$ cat src/rtl/tdm_demux4.sv
// Receive side of a 4-slot TDM link: rebuilds four channels from the serial word
// stream and publishes them together once per complete frame, tracking frame lock.
module tdm_demux4 #(
    parameter int DW = 8
) (
    input  logic            clk,
    input  logic            rst,
    input  logic            E,
    input  logic [DW-1:0]   D,
    input  logic            FS,
    output logic [4*DW-1:0] Y,
    output logic            V,
    output logic [1:0]      S,
    output logic            LOCK,
    output logic            ERR
);

    typedef enum logic {HUNT = 1'b0, RUN = 1'b1} state_t;

    state_t        state;
    logic [DW-1:0] shadow0;
    logic [DW-1:0] shadow1;
    logic [DW-1:0] shadow2;

    always_ff @(posedge clk or posedge rst) begin
        if (rst) begin
            state   <= HUNT;
            Y       <= '0;
            V       <= 1'b0;
            S       <= 2'd0;
            LOCK    <= 1'b0;
            ERR     <= 1'b0;
            shadow0 <= '0;
            shadow1 <= '0;
            shadow2 <= '0;
        end else begin
            V   <= 1'b0;
            ERR <= 1'b0;
            if (E) begin
                case (state)
                    HUNT: begin
                        if (FS) begin
                            shadow0 <= D;
                            S       <= 2'd1;
                            state   <= RUN;
                            LOCK    <= 1'b1;
                        end
                    end
                    RUN: begin
                        if (FS) begin
                            // FS anywhere but slot 0 restarts the frame; the partial frame is dropped.
                            if (S != 2'd0) ERR <= 1'b1;
                            shadow0 <= D;
                            S       <= 2'd1;
                        end else if (S == 2'd0) begin
                            ERR   <= 1'b1;
                            state <= HUNT;
                            LOCK  <= 1'b0;
                            S     <= 2'd0;
                        end else begin
                            case (S)
                                2'd1:    shadow1 <= D;
                                2'd2:    shadow2 <= D;
                                default: begin
                                    // Slot 3 completes the frame: publish all four words at once.
                                    Y <= {D, shadow2, shadow1, shadow0};
                                    V <= 1'b1;
                                end
                            endcase
                            S <= 2'(S + 2'd1);
                        end
                    end
                    default: state <= HUNT;
                endcase
            end
        end
    end

endmodule

$ cat config.mk
export PLATFORM = sky130hd
export DESIGN_NAME = tdm_demux4
export DESIGN_NICKNAME = d
export VERILOG_FILES = /design/src/rtl/tdm_demux4.sv
export SDC_FILE = /design/constraint.sdc
export NUM_CORES = 1
export LEC_CHECK = 0
export ABC_AREA = 1
export BUFFER_PORTS_ARGS = -buffer_cell sky130_fd_sc_hd__buf_2
export CORE_MARGIN = 3
export CORE_UTILIZATION = 49
export DETAILED_ROUTE_END_ITERATION = 7
export PLACE_DENSITY = 0.75
export REMOVE_ABC_BUFFERS = 1
export SLEW_MARGIN = 20
export SYNTH_ARGS = -nofsm -noshare
export SYNTH_HDL_FRONTEND = slang
export SYNTH_SLANG_ARGS = --single-unit
$ cat constraint.sdc
create_clock -name clk -period 1.55 [get_ports clk]
set_input_delay 0.0775 -clock clk [delete_from_list [all_inputs] [get_ports clk]]
set_output_delay 0.0775 -clock clk [all_outputs]
set_load 0.03 [all_outputs]
# After elaboration in Yosys (flattened, before gate mapping)
# Cells that the tools add are included.
# word_totals
regBits,62
in_bits,12
output_inout_bits,37
word_cells,51
# classes
add_sub_neg,1
eq_ne,5
muxes,23
bitwise_logic,4
reduce_logical,9
# ops
operator,count
$mux W1,16
$reduce_and A5 Y1,3
$mux W8,1
$mux W2,3
$ne A2 B2 Y1 const B,2
$not A1 Y1,4
$pmux W1 S2,2
$pmux W2 S2,1
$reduce_and A2 Y1,2
$reduce_and A4 Y1,1
$add A2 B1 Y2 const B,1
$eq A2 B1 Y1 const B,1
$eq A2 B2 Y1 const B,1
$logic_not A2 Y1,1
$ne A2 B1 Y1 const B,1
$reduce_bool A2 Y1,1
$reduce_or A2 Y1,1

# Longest topological paths before layout
# depth
word_depth,7
mapped_depth,10
depth_no_buf,9

# Least setup slack after synthesis
# OpenSTA, ideal clock, no wires.
# synth_path
path_type,register to register
from,register S[0]
to,register Y[0]
setup_time_ns,0.118
arrival_ns,1.656
t_required_ns,1.432
slack_ns,-0.223
path_stages_with_launch,11
path_buffers,1
period_less_slack_ns,1.773
path_cell_list,dfrtp_1 -> inv_1 -> ha_1 -> inv_1 -> ha_1 -> inv_1 -> nor2_8 -> nand2_4 -> buf_6 -> nand2_1 -> nand2_1
# synth_via
elab_chain_len,4
elab_cells_between_ends,7
cone_classes,2 x eq/ne; 2 x bitwise; 3 x reduce/logical
# synth_rtl
element,line_no,source
from (decl),13,"output logic [1:0] S,"
from (signal assigned),70,S <= 2'(S + 2'd1);
$eq A2 B2 Y1 / $eq A2 B1 Y1 (equally long branches),61,case (S)
$reduce_or A2 Y1 (no line),-,
$not A1 Y1 (no line),-,
$reduce_and A5 Y1 (no line) (*),-,
to (signal assigned),66,"Y <= {D, shadow2, shadow1, shadow0};"
to (decl),11,"output logic [4*DW-1:0] Y,"
# Every way passes the cells marked *; elsewhere a longest branch is shown, timed or not.
# A chain may end at the register's enable or synchronous reset.

# Final worst setup path
# layout_path
from,register S[0]
to,register Y[6]
# The elaborated chain is that of the path after synthesis.

==> results.sh <==
export IMPL_status="completed"
export IMPL_antenna_found_initial=0
export IMPL_maxCapViolCount=0
export IMPL_pre_cts_ws_ps=-121.4
export IMPL_areaGrowthSynthToFinish_pct=31.08
export IMPL_period_minus_slack_ps=1481
export IMPL_finalNetCount=379
export IMPL_cp_arrival_ps=1750
export IMPL_cts_max_path_buffers=2
export IMPL_syn_cell_area_um2=2625
export IMPL_slowest_stage="dfrtp_1"
export IMPL_synthCells=285
export IMPL_drive_gt1_share_pct=29.20
export IMPL_worst_slack_ps=68.51
export IMPL_via_count=2211
export IMPL_slew_viol_final=0
export IMPL_clkTransAtPathRegs_ps=70
export IMPL_track_usage_pct=20.90
export IMPL_required_ps=1820
export IMPL_clock_skew_ps=9.499
export IMPL_power_density_nw_per_um2=1887
export IMPL_row_count=26
export IMPL_max_freq_mhz=675.0
export IMPL_final_period_utilization_pct=95.58
export IMPL_grt_pass1_wl_um=10110
export IMPL_cts_tree="done"
export IMPL_tightest_slew_ps=372.5
export IMPL_postSynthAreaPerCell_um2=9.211
export IMPL_fill_cells=415
export IMPL_ys_warn_count=0
export IMPL_num_io_pins=49
export IMPL_die_width_um=79.19
export IMPL_wl_per_cell_um=14.60
export IMPL_vias_per_cell=5.106
export IMPL_yosysSeqAreaShare_pct=59.10
export IMPL_cp_common_cell="inv_2"
export IMPL_dieHeight_um=79.19
export IMPL_core_um2=5140
export IMPL_antenna_cells=0
export IMPL_mostFrequentLayoutCell="nand2_1"
export IMPL_htree_levels=3
export IMPL_dr_pass1_iters=4
export IMPL_insertion_delay_ps=330
export IMPL_slew_headroom_pct=75.13
export IMPL_grt_pass1_vias=2153
export IMPL_drc=0
export IMPL_reg2reg_from="S[0]"
export IMPL_holdPathEnd="shadow0[0]"
export IMPL_cp_cell_sequence="inv_2, ha_4, inv_2, ha_4, inv_2, nor2_8, buf_12, buf_8, nand3_1, nand2_1"
export IMPL_critPathMaxFanout=8
export IMPL_reg2reg_to="Y[6]"
export IMPL_cpPeakStageDelay_ps=360
export IMPL_hp_class="input pin to flop"
export IMPL_wirelength_um=6323
export IMPL_hp_start="D[0]"
export IMPL_synth_seq_cells=62
export IMPL_start_kind="flop"
export IMPL_dpl_cell_count=405
export IMPL_holdPathStages=3
export IMPL_drtAntennaViolNets=0
export IMPL_cts_sinks=62
export IMPL_portBuffers=48
export IMPL_hpwlAfterDp_um=3878
export IMPL_rr_worst_depth=10
export IMPL_regToRegSetupSlack_ps=70
export IMPL_clockRootBuffer="clkbuf_8"
export IMPL_setup_viol=0
export IMPL_fp_dieArea_um2=6271
export IMPL_grt_max_degree=23
export IMPL_vdd_drop_max_v=0.001203
export IMPL_place_gp_congestion=0.7931
export IMPL_first_iter_violations=226
export IMPL_cts_inserted_buffers=9
export IMPL_finalNonFillerCells=433
export IMPL_mostFrequentLayoutCells="128 x nand2_1, 62 x dfrtp_1, 48 x buf_2"
export IMPL_p_leak_nw=1.930
export IMPL_cp_end_kind="flop"
export IMPL_hold_violations=0
export IMPL_synth_cell_types=18
export IMPL_initial_core_util_pct=51.07
export IMPL_grt_overflow_total=0
export IMPL_critPathKind="flop to flop"
-- power breakdown --
part           internal [mW]  switching (mW)
combinational          0.944            1.84
sequential              2.21           0.325
clock                  0.602           0.581
-- layer usage --
metal | wire [µm] | GRT usage (%)
met1 | 2698 | 28.58
met2 | 3051 | 32.83
met3 | 409 | 3.628
met4 | 164 | 9.107
met5 | 0 | 0
-- state kept, by name, indices dropped and copies added, names as in the netlist --
name     cells
S            2
Y           32
shadow2      8
LOCK         1
state        1
ERR          1
shadow0      8
V            1
shadow1      8
-- metrics by stage --
step	TNS [ps]	instance area [µm²]	util, %	hold slack, ps	power (mW)
after floorplan	-29630	2506	-	143.1	4.084
after global placement	-767.6	2992	58.20	63.91	4.874
after detailed placement	-3304	2992	58.20	60.22	4.950
after CTS	0	3259	63.41	4.787	6.249
after global routing	-15.30	3441	66.94	23.79	6.894
final	0	3441	66.94	11.17	6.493
-- cells by family (layout without fill, tap and decap cells) --
group | Yosys count | after routing | synth area share (%)
simple gates | 189 | 191 | 31.08
flops | 62 | 62 | 59.10
buf+inv | 25 | 101 | 6.101
fa+ha+maj | 7 | 7 | 3.336
compound gates | 2 | 2 | 0.3813
-- cell type report --
| type | count | area (µm²) | share of cell area, % |
|---|---|---|---|
| inverters | 11 | 45.04 | 1.309 |
| flip-flops and latches | 62 | 1551 | 45.09 |
| clock buffers | 12 | 145.1 | 4.218 |
| well taps | 70 | 87.58 | 2.545 |
| repair buffers | 76 | 600.6 | 17.45 |
| clock inverters | 2 | 10.01 | 0.2909 |
| multi-input cells | 200 | 1001 | 29.09 |
-- repair_timing --
item                       4_1_cts  5_1_grt
hold buffers                     3        0
setup buffers                    3        2
resized for setup                3       16
gates cloned                     2        4
setup endpoints to repair       32       48
hold endpoints to repair        15        0
pin swaps                        2       13
-- synth_stat cells --
library cell | count | area share, %
nand2_1 | 129 | 18
dfrtp_1 | 62 | 59
nand3_1 | 49 | 9.3
inv_1 | 10 | 1.4
ha_1 | 7 | 3.3
buf_6 | 6 | 2.6
buf_2 | 5 | 0.95
nor2_1 | 4 | 0.57
nand2_4 | 3 | 1.3
o21ai_0 | 2 | 0.38
buf_4 | 1 | 0.29
buf_8 | 1 | 0.57
clkbuf_1 | 1 | 0.14
clkinv_1 | 1 | 0.14
nand2_2 | 1 | 0.24
nor2_8 | 1 | 0.76
nor3_1 | 1 | 0.19
or2_2 | 1 | 0.24
-- how the worst max path moves through the flow --
| stage | cells past startpoint | from | slack (ps) | to |
|---|---|---|---|---|
| 2_1_floorplan | 9 | S[0] | -590 | Y[11] |
| 3_3_place_gp | 9 | S[0] | -30 | Y[21] |
| 3_5_place_dp | 9 | S[0] | -120 | Y[6] |
| 4_1_cts | 10 | S[0] | 10 | Y[7] |
| 5_1_grt | 10 | S[0] | -10 | Y[6] |
| 6_report | 10 | S[0] | 70 | Y[6] |
-- critical path, delay by kind of cell, from the launching register on --
kind	cells	cell delay [ps]
and+or+nand+nor	3	310
adders and majority gates	2	280
buffers and inverters	5	470
DFF	1	360
(Power assumes the default switching activity.)
